--- src/rtl/instr_pkg.sv ---
// Shared instruction-format definitions for the dispatch stage.
// Field positions, opcodes and the dispatcher FSM state type.
package instr_pkg;

    localparam int INSTR_W  = 16;
    localparam int UNIT_BIT = 15;
    localparam int OP_MSB   = 14;
    localparam int OP_LSB   = 12;
    localparam int REG_MSB  = 11;
    localparam int REG_LSB  = 8;

    typedef logic [INSTR_W-1:0] instr_t;
    typedef logic [2:0]         opcode_t;

    localparam opcode_t OP_NOP   = 3'b000;
    localparam opcode_t OP_LOAD  = 3'b001;
    localparam opcode_t OP_ADD   = 3'b010;
    localparam opcode_t OP_BCAST = 3'b111;

    typedef enum logic [1:0] {
        ST_IDLE,
        ST_ISSUE,
        ST_BCAST
    } disp_state_e;

    function automatic logic is_bcast(input instr_t i);
        return i[OP_MSB:OP_LSB] == OP_BCAST;
    endfunction

endpackage

--- src/rtl/instr_fifo.sv ---
// Small synchronous instruction FIFO with occupancy counter.
// full/empty derive from the count only, so full never passes through.
module instr_fifo #(
    parameter int DEPTH = 4,
    parameter int IW    = 16
) (
    input  logic          clk,
    input  logic          rst,
    input  logic          push_i,
    input  logic          pop_i,
    input  logic [IW-1:0] data_i,
    output logic          full_o,
    output logic          empty_o,
    output logic [IW-1:0] head_o
);
    localparam int AW = $clog2(DEPTH);
    localparam int CW = $clog2(DEPTH + 1);

    logic [IW-1:0] mem_q [DEPTH];
    logic [AW-1:0] wptr_q;
    logic [AW-1:0] rptr_q;
    logic [CW-1:0] cnt_q;
    logic          do_push;
    logic          do_pop;

    assign full_o  = cnt_q == CW'(DEPTH);
    assign empty_o = cnt_q == '0;
    assign do_push = push_i & !full_o;
    assign do_pop  = pop_i & !empty_o;
    assign head_o  = mem_q[rptr_q];

    always_ff @(posedge clk) begin
        if (do_push) begin
            mem_q[wptr_q] <= data_i;
        end
    end

    // DEPTH is a power of two, so pointer overflow is the modulo wrap.
    always_ff @(posedge clk or posedge rst) begin
        if (rst) begin
            wptr_q <= '0;
            rptr_q <= '0;
            cnt_q  <= '0;
        end else begin
            if (do_push) begin
                wptr_q <= wptr_q + AW'(1);
            end
            if (do_pop) begin
                rptr_q <= rptr_q + AW'(1);
            end
            unique case ({do_push, do_pop})
                2'b10:   cnt_q <= cnt_q + CW'(1);
                2'b01:   cnt_q <= cnt_q - CW'(1);
                default: cnt_q <= cnt_q;
            endcase
        end
    end

endmodule

--- src/rtl/instr_dispatch.sv ---
// In-order issue of buffered instructions to compute unit 0, 1 or both.
// Define INSTR_DISPATCH_STATS_EN to add per-unit issue counters.
module instr_dispatch
    import instr_pkg::*;
#(
    parameter int DEPTH = 4,
    parameter int IW    = 16
) (
    input  logic          clk,
    input  logic          rst,
    input  logic          in_valid,
    input  logic [IW-1:0] in_instr,
    output logic          in_ready,
    output logic          u0_valid,
    output logic [IW-1:0] u0_instr,
    input  logic          u0_ready,
    output logic          u1_valid,
    output logic [IW-1:0] u1_instr,
    input  logic          u1_ready,
    output logic          busy
`ifdef INSTR_DISPATCH_STATS_EN
    ,
    output logic [7:0]    u0_issued,
    output logic [7:0]    u1_issued
`endif
);
    disp_state_e state_q;
    logic        u0_valid_q;
    logic        u1_valid_q;
    instr_t      u0_instr_q;
    instr_t      u1_instr_q;
    logic        u0_acc_q;
    logic        u1_acc_q;

    logic        full;
    logic        empty;
    instr_t      head;
    logic        acc0;
    logic        acc1;
    logic        can_issue;
    logic        pop;
    logic        head_bc;
    logic        to_u0;
    logic        to_u1;

    instr_fifo #(
        .DEPTH (DEPTH),
        .IW    (IW)
    ) u_fifo (
        .clk     (clk),
        .rst     (rst),
        .push_i  (in_valid),
        .pop_i   (pop),
        .data_i  (in_instr),
        .full_o  (full),
        .empty_o (empty),
        .head_o  (head)
    );

    assign acc0    = u0_valid_q & u0_ready;
    assign acc1    = u1_valid_q & u1_ready;
    assign head_bc = is_bcast(head);
    assign to_u0   = head_bc | !head[UNIT_BIT];
    assign to_u1   = head_bc | head[UNIT_BIT];

    always_comb begin
        can_issue = 1'b0;
        unique case (state_q)
            ST_IDLE:  can_issue = 1'b1;
            ST_ISSUE: can_issue = acc0 | acc1;
            ST_BCAST: can_issue = (u0_acc_q | acc0) & (u1_acc_q | acc1);
            default:  can_issue = 1'b0;
        endcase
        pop = can_issue & !empty;
    end

    always_ff @(posedge clk or posedge rst) begin
        if (rst) begin
            state_q    <= ST_IDLE;
            u0_valid_q <= 1'b0;
            u1_valid_q <= 1'b0;
            u0_instr_q <= '0;
            u1_instr_q <= '0;
            u0_acc_q   <= 1'b0;
            u1_acc_q   <= 1'b0;
        end else begin
            if (acc0) begin
                u0_valid_q <= 1'b0;
            end
            if (acc1) begin
                u1_valid_q <= 1'b0;
            end
            if (state_q == ST_BCAST) begin
                if (acc0) u0_acc_q <= 1'b1;
                if (acc1) u1_acc_q <= 1'b1;
            end
            // Loads below override the clears above on back-to-back issue.
            if (can_issue) begin
                u0_acc_q <= 1'b0;
                u1_acc_q <= 1'b0;
                if (pop) begin
                    if (to_u0) begin
                        u0_valid_q <= 1'b1;
                        u0_instr_q <= head;
                    end
                    if (to_u1) begin
                        u1_valid_q <= 1'b1;
                        u1_instr_q <= head;
                    end
                    state_q <= head_bc ? ST_BCAST : ST_ISSUE;
                end else begin
                    state_q <= ST_IDLE;
                end
            end
        end
    end

`ifdef INSTR_DISPATCH_STATS_EN
    logic [7:0] u0_cnt_q;
    logic [7:0] u1_cnt_q;

    always_ff @(posedge clk or posedge rst) begin
        if (rst) begin
            u0_cnt_q <= '0;
            u1_cnt_q <= '0;
        end else begin
            if (acc0) u0_cnt_q <= u0_cnt_q + 8'd1;
            if (acc1) u1_cnt_q <= u1_cnt_q + 8'd1;
        end
    end

    assign u0_issued = u0_cnt_q;
    assign u1_issued = u1_cnt_q;
`endif

    assign in_ready = !full;
    assign u0_valid = u0_valid_q;
    assign u1_valid = u1_valid_q;
    assign u0_instr = u0_instr_q;
    assign u1_instr = u1_instr_q;
    assign busy     = !empty | u0_valid_q | u1_valid_q;

endmodule
--- config.mk ---
export PLATFORM = sky130hd
export DESIGN_NAME = instr_dispatch
export DESIGN_NICKNAME = d
export VERILOG_FILES = /design/src/rtl/instr_pkg.sv /design/src/rtl/instr_fifo.sv /design/src/rtl/instr_dispatch.sv
export SDC_FILE = /design/constraint.sdc
export NUM_CORES = 1
export LEC_CHECK = 0
export CORE_ASPECT_RATIO = 1.5
export CORE_MARGIN = 1
export CORE_UTILIZATION = 25
export CTS_CLUSTER_SIZE = 30
export DETAILED_ROUTE_END_ITERATION = 10
export PLACE_DENSITY = 0.41
export SLEW_MARGIN = 20
export SYNTH_ARGS = -nofsm -noshare
export SYNTH_HDL_FRONTEND = slang
export SYNTH_SLANG_ARGS = --single-unit
--- constraint.sdc ---
create_clock -name clk -period 2.6 [get_ports clk]
set_clock_uncertainty 0.15 [all_clocks]
set_input_delay 0.52 -clock clk [delete_from_list [all_inputs] [get_ports clk]]
set_output_delay 0.52 -clock clk [all_outputs]
set_load 0.01 [all_outputs]
==> results of run 1 <==
-- cells in the mapped netlist (2+ instances only) --
master / count
a21oi_1: 3
buf_6: 2
xnor2_1: 5
clkbuf_1: 2
ha_1: 5
and3_1: 5
o21ai_0: 4
mux4_1: 3
o211ai_4: 2
nor3_1: 2
nor2_1: 2
a22o_1: 2
buf_12: 2
and2_1: 2
mux2_2: 14
mux4_2: 13
inv_1: 14
a32oi_1: 4
nand2_1: 7
dfrtp_1: 45
edfxtp_1: 64
mux2_4: 14
nand3_1: 3
-- how the worst min path moves through the flow --
| stage | from | to | slack, ns |
|---|---|---|---|
| 3_5_place_dp | u0_instr[5] | u0_instr[5] | 0.34 |
| 2_1_floorplan | u1_acc_q | u1_acc_q | 0.30 |
| 5_1_grt | u1_acc_q | u1_acc_q | 0.37 |
| 6_report | u1_acc_q | u1_acc_q | 0.35 |
| 3_3_place_gp | u0_instr[7] | u0_instr[7] | 0.34 |
| 4_1_cts | u1_acc_q | u1_acc_q | 0.36 |
-- registers in the layout, summed over array words and instances (netlist names), 2 cells and up --
name	count
u_fifo.rptr_q	2
u1_instr	16
u_fifo.mem_q	64
u_fifo.wptr_q	2
u0_instr	16
u_fifo.cnt_q	3
state_q	2
-- per-stage QoR --
| stage | TNS [ns] | hold WS (ns) |
|---|---|---|
| finish | 0 | 0.3481 |
| detailed placement | -0.2721 | 0.3441 |
| global placement | -0.2029 | 0.3392 |
| CTS | 0 | 0.3600 |
| global route | 0 | 0.3702 |
| floorplan | 0 | 0.3004 |
-- power by group --
part	internal, mW	switching, mW
Combinational	1.59	1.22
Sequential	2.42	0.316
Clock	0.649	0.603
-- placed cells by master (no fill, tap or decap), drive strengths merged --
master,Yosys,layout
a211oi,1,1
a21o,1,1
a21oi,3,3
a22o,2,2
a22oi,1,1
a31oi,1,1
a32o,1,1
a32oi,4,4
and2,2,2
and3,5,5
buf,5,23
clkbuf,2,10
clkdlybuf4s50,0,56
clkinv,0,4
dfrtp,45,45
edfxtp,64,64
fa,1,1
ha,5,5
inv,14,16
mux2,28,28
mux4,16,16
nand2,7,7
nand3,3,3
nor2,2,2
nor3,2,2
o211ai,2,2
o21ai,5,5
o21bai,1,1
o31ai,1,1
xnor2,5,5
xor2,1,1
-- logic make-up (layout without fill, tap and decap cells) --
kind of cell / count (synthesis) / after routing / share of synthesized area (%)
compound gates: 23 / 23 / 4.463
xor+xnor: 6 / 6 / 1.209
fa+ha+maj: 6 / 6 / 1.900
buf+inv: 21 / 109 / 2.908
flops: 109 / 109 / 70.14
mux: 44 / 44 / 17.02
simple gates: 21 / 21 / 2.361
-- area by class of cell --
type                    count  area [um^2]  area share, %
multi-input cells         100         1171          21.02
clock inverters             6        36.28         0.6512
well taps                 210        262.8          4.716
clock buffers              10        229.0          4.110
inverters                  14        52.55         0.9432
repair buffers             79        770.7          13.83
flip-flops and latches    109         3049          54.73
-- per-layer routing --
metal	part of all wire, %	GRT usage, %	vias to the layer above
met1	44	13.74	1173
met4	1.7	4.788	0
met2	52	18.87	48
met5	0	0	-
met3	2.5	1.875	11
li1	-	-	1051
-- timing repair --
action                     CTS  global route
gates resized for setup      0             1
hold buffers                 0             0
setup endpoints to repair    0            21
==> metrics.md, run 1 <==
| Metric | Value |
|---|---|
| GRT Overall Usage | 11.12% |
| Num rows | 58 |
| Maximum vdd drop | 0.4485 mV |
| Avg Cell Area, Syn | 18.89 um^2 |
| Final hold viol count | 0 |
| Worst path arrival time | 1.77 ns |
| Warnings from Yosys | 0 |
| Number of diodes | 0 |
| WS Path Type | flop to output pin |
| Seq/Total Area, Yosys | between 70% and 80% |
| Clk Latency, worst-skew pair | around 0.34 ns |
| Top-Level Pins | 57 |
| Synth top area share | between 40 and 50% |
| Crit path launch type | flop |
| Worst setup path startpoint | u_fifo.cnt_q[0] |
| Gate Count Post-Synth | 230 |
| TritonCTS clock tree | built |
| Max-slew headroom | between 70 and 80% |
| Gr ovfl total | 0 |
| Clock Path Buffers | 2 |
| Layout cell share with drive strength beyond 1 | 26.10% |
| # nets final | 340 |
| Flops & latches, synth | around 110 |
| Critical path's slowest cell | clkdlybuf4s50_1 |
| Initial DRC Count | around 110 |
| Core area | approximately 17,000 um^2 |
| Largest net degree at the start of global routing | 46 |
| Synthesized area | around 4300 um^2 |
| Final worst slack | 0.1615 ns |
| Final Power | roughly 6.8 mW |
| Vias | about 2,300 |
| Root Buffer | clkbuf_16 |
| Die Wd | ~110 um |
| Number of buffers created by CTS | 9 |
| CP Cell Sequence | nor3_1 > nand3_1 > clkdlybuf4s50_1 |
| Syn_nets | between 200 and 300 |
| Critical Path RT | between 1.5 and 2 ns |
| Post-route ant nets | 0 |
| Worst Hold Class | flop to flop |
| Pre-CTS setup slack | -0.1636 ns |
| Die H | 163.5 um |
| Worst Setup EP | busy |
| Levels on crit path | 3 |
| Post-synth top flop | edfxtp_1 |
| Via density | 4.324 |
| Reg-to-reg endpoint | u1_instr[10] |
| Max Cap Violations | 0 |
| Vias in the first global route | approximately 2,500 |
| Post-route minimum period | 2.438 ns |
| Worst r2r src | u_fifo.rptr_q[0] |
| EDFF count, synth | 64 |
| PwrDens | ~1200 nW/um^2 |
| Final setup fails | 0 |
| Final Routed Wirelength | approximately 9000 um |
| Pleak | 2.149 nW |
| Buffers on Ports | 56 |
| Drt first pass iters | 4 |
| CP bufs+invs | 1 |
| Post-route clock period utilization | between 90% and 100% |
| Status | completed |
| Post-CTS Setup Bufs | 0 |
| Slew @ Worst Pin | slightly above 0.4 ns |
| Htree depth | 3 |
| Post-Route Utilization | between 30% and 40% |
| Slowest cell delay on critical path | around 0.5 ns |
| First-pass GRT wire length | around 14,000 um |
| Initial antenna violation count | 0 |
| Post-synth ARST share | about two fifths |
| Slew Viols, Final | 0 |
| Crit-path leading delay family | simple AND/OR/NAND/NOR gates |
| Fill count | about 1,600 |
| DRC errors left | 0 |
| Cells on Worst Hold Path | 1 |
| P&R area growth vs syn | 28.22% |
| Final cell count without fillers | between 500 and 600 |
| Reg2reg path depth | 5 |
| Synth area leaders | edfxtp_1, dfrtp_1, mux4_2, mux2_4, mux2_2 |
| Worst-path clk slew | 0.07 ns |
| Avg WL per Cell | 17.25 um |
| Initial cell density of the core | around a quarter |
| Placer Congestion | 0.7399 |
| Crit path max fanout | 4 |
| Crit. End Element | output pin |
| Post-DP HPWL | 6052 um |
| RSZ-0062 raised after global routing | false |
| Worst reg2reg setup slack | approximately 0.18 ns |
| Die area | roughly 18,000 um^2 |
| Clock Sinks | around 110 |
| Distinct cells, synth | 34 |
| Synth area leader | edfxtp_1 |
| Dpl cells | 512 |
| Placed cell areas | between 5000 and 6000 um^2 |
| Fmax | approximately 0.4 GHz |
| Final instance area | roughly 5600 um^2 |
No activity file was read; power rests on OpenSTA's default activity.
==> run 2, diff against run 1 <==
- CTS_CLUSTER_DIAMETER: not set -> 80
==> results of run 2 <==
Final layout, timing and power as in run 1 (identical DEF).
==> run 3, diff against run 2 <==
- CTS_BUF_LIST: not set -> sky130_fd_sc_hd__clkbuf_4 sky130_fd_sc_hd__clkbuf_8 sky130_fd_sc_hd__clkbuf_16
- SKIP_CTS_REPAIR_TIMING: not set -> 1
- SYNTH_HIERARCHICAL: not set -> 1
==> metrics.md, run 3 <==
| Metric | Value |
|---|---|
| # nets final | 350 (+2.9%) |
| Critical path's slowest cell | clkdlybuf4s50_1 |
| Core area | 17,270 um^2 (+2.2%) |
| Die area | 18,150 um^2 (+1.2%) |
| Clock Path Buffers | 2 (unchanged) |
| Post-synthesis simple-gate area fraction | 2.900% (+0.54 points) |
| Layout cell share with drive strength beyond 1 | 27.74% (+1.6 points) |
| Flops & latches, synth | 109 (unchanged) |
| Pint | 5.039 mW (+8.2%) |
| CP Cell Sequence | clkdlybuf4s50_1 > a22oi_2 > a221oi_4 > nand2_2 > clkinv_2 > o31a_1 > ha_2 > inv_1 > fa_2 > xor2_1 > nor2_1 > xor2_1 |
| Leading cell type in the layout, fill and taps excluded | edfxtp_1 |
| Number of diodes | 0 (unchanged) |
| Clock Sinks | 109 (unchanged) |
| Maximum vdd drop | 0.4395 mV (-2.0%) |
| P&R area growth vs syn | 30.71% |
| Status | completed |
| Placer Congestion | 0.7199 (-2.7%) |
| Post-synthesis adder-cell area fraction | 1.877% (-0.024 points) |
| Clock share of power | 18.1% (-0.3 points) |
| Warnings from Yosys | 6 (+6) |
| Top cells by count, synth | edfxtp_1, dfrtp_1, inv_1, mux2_4, mux2_2 |
| Clk Latency, worst-skew pair | 0.34 ns (about the same) |
| Avg Cell Area, Syn | 18.73 um^2 (-0.89%) |
| Drt first pass iters | 4 (unchanged) |
| Critical Path RT | 2.72 ns (+0.79 ns) |
| Final hold viol count | 0 (unchanged) |
| Final instance area | 5752 um^2 (+3.2%) |
| Multi-input gate area in the final layout | 1224 um^2 (+4.5%) |
| Post-route minimum period | 2.590 ns (+0.1513 ns) |
| Fmax | 0.3861 GHz (-5.8%) |
| Post-synth ARST share | 41.28% (unchanged) |
| Slew @ Worst Pin | 0.5116 ns (+0.1091 ns) |
| Crit path launch type | primary input |
| Worst r2r src | u_fifo/rptr_q[0] |
| Synth area leader | edfxtp_1 |
| Post-route ant nets | 0 (unchanged) |
| Gate Count Post-Synth | 235 (+2.2%) |
| Synthesized area | 4400 um^2 (+1.3%) |
| Slew Viols, Final | 0 (unchanged) |
| Max-slew headroom | 65.90% (-7.1 points) |
| RSZ-0062 raised after global routing | true |
| Final Routed Wirelength | 8544 um (-6.2%) |
| Post-DP HPWL | 6143 um (+1.5%) |
| Die Wd | 110.3 um (+0.62%) |
| Largest net degree at the start of global routing | 39 (-15%) |
| Max Cap Violations | 0 (unchanged) |
| Post-route clock period utilization | 99.60% (+5.8 points) |
| Worst-path clk slew | 0.07 ns (about the same) |
| Worst path arrival time | 2.71 ns (+0.94 ns) |
| Top reg by flops | u_fifo/mem_q |
| First-pass GRT wire length | 13,610 um (-5.2%) |
| Pleak | 2.238 nW (+4.2%) |
| Initial antenna violation count | 0 (unchanged) |
| Worst setup path startpoint | u1_ready |
| Post-Synth XOR/XNOR Area | 1.194% (-0.015 points) |
| Vias | 2,265 (-0.79%) |
| Worst hold start | u0_ready |
| Seq/Total Area, Yosys | 69.26% (-0.88 points) |
| Placed cell areas | 5411 um^2 (+2.0%) |
| Max reg flops | 64 (unchanged) |
| Crit. End Element | flop |
| Count leader, synth | edfxtp_1 |
| Post-synth top flop | edfxtp_1 |
| Sw Ratio | 31.69% (+0.24 points) |
| Root Buffer | clkbuf_16 |
| Worst Hold Class | primary input to flop |
| Initial cell density of the core | 25.47% (-0.22 points) |
| Initial DRC Count | 85 (-21%) |
| TritonCTS clock tree | built |
| Post-Route Utilization | 33.30% (+0.35 points) |
| Syn_nets | 262 (+1.9%) |
| Top-Level Pins | 57 (unchanged) |
| Die H | 164.5 um (+0.62%) |
| Switching power | 2.338 mW (+9.4%) |
| Synth Area in Compound Gates | 4.407% (-0.056 points) |
| Crit path max fanout | 2 (-2) |
| Crit-path most repeated cell | xor2_1 |
| Post-synthesis mux area share | 17.20% (+0.19 points) |
| Distinct cells, synth | 36 (+5.9%) |
| DRC errors left | 0 (unchanged) |
| Commonest cells after routing, fill and taps aside | edfxtp_1, clkdlybuf4s50_1, dfrtp_1, buf_4, inv_1 |
| Synth area leaders | edfxtp_1, dfrtp_1, mux2_4, mux4_1, mux4_2 |
| Via density | 4.187 (-3.2%) |
| Gr ovfl total | 0 (unchanged) |
| Synth top area share | 43.67% (-0.55 points) |
| Number of buffers created by CTS | 9 (unchanged) |
| WS Path Type | primary input to flop |
| Combinational family with the most area after synthesis | multiplexers |
| FF+latch area | 3048 um^2 (about the same) |
| Comb power frac | 45.3% (+4.0 points) |
| Fill count | 1,717 (+5.7%) |
| Num rows | 59 (+1.7%) |
| Htree depth | 3 (unchanged) |
| Buffers on Ports | 56 (unchanged) |
| Vias in the first global route | 2,425 (-2.6%) |
| CP bufs+invs | 3 (+2) |
| GRT Overall Usage | 10.32% (-0.79 points) |
| Crit-path leading delay family | buffers and inverters |
| Final setup fails | 0 (unchanged) |
| Sequential Power Share | 36.6% (-3.7 points) |
| PwrDens | 1283 nW/um^2 (+5.2%) |
| Slowest cell delay on critical path | 0.49 ns (about the same) |
| Avg WL per Cell | 15.79 um (-8.5%) |
| EDFF count, synth | 64 (unchanged) |
## run 3: changes by cell type after synthesis, moves of 3 or more
cell    before  now
and2_1       2    5
mux4_2      13    8
inv_1       14   18
nor2_1       2    5
and3_1       5    1
mux4_1       3    8
## run 3: logic make-up after synthesis
family	Yosys count
DFF	109
muxes	44
buffers and inverters	26
and+or+nand+nor	24
AOI/OAI and AO/OA	20
xor gates and xnor gates	6
adders and majority gates	6
## run 3: layout make-up
cell class / instances / share of cell area (%)
well taps: 213 / 4.633
clock buffers: 10 / 4.046
flip-flops and latches: 109 / 52.99
inverters: 19 / 1.262
clock inverters: 6 / 1.044
repair buffers: 84 / 14.75
multi-input cells: 100 / 21.27
## run 3: final timing paths
check,endpoint,slack (ns),cells past startpoint
setup / recovery,u_fifo/cnt_q[2],0.01,12
hold / removal,u0_valid,0.33,2
setup reg to reg,u0_instr[8],0.13,7
hold reg to reg,u0_instr[8],0.36,1
max in group asynchronous,u1_instr[10],1.42,3
min in group asynchronous,u_fifo/rptr_q[0],0.36,2
## run 3: power by group through the flow
stage / Clock, mW / Combinational [mW] / Sequential [mW]
5_1_grt: 1.44 / 3.64 / 2.77
4_1_cts: 1.39 / 3.31 / 2.71
3_3_place_gp: 0 / 3.29 / 2.73
3_5_place_dp: 0 / 3.30 / 2.75
2_1_floorplan: 0 / 1.88 / 2.79
6_report: 1.34 / 3.34 / 2.70
## run 3: routing by layer
metal / global-route usage [%] / part of all wire (%) / up-vias
met5: 0 / 0 / -
met4: 4.486 / 1.7 / 0
met3: 1.618 / 2.1 / 7
met1: 12.81 / 44 / 1154
met2: 17.53 / 52 / 41
li1: - / - / 1063
## run 3: stage by stage
stage	setup WS (ns)	std cells	power [mW]	TNS [ns]	hold WS, ns
2_1_floorplan	-0.05244	235	4.672	-0.05244	0.1734
3_3_place_gp	-0.3190	523	6.014	-0.6915	0.3342
3_5_place_dp	-0.3743	523	6.050	-0.8634	0.3416
4_1_cts	-0.06143	539	7.412	-0.3127	0.3628
5_1_grt	-0.09511	541	7.853	-0.09511	0.3313
6_report	0.01029	541	7.377	0	0.3271
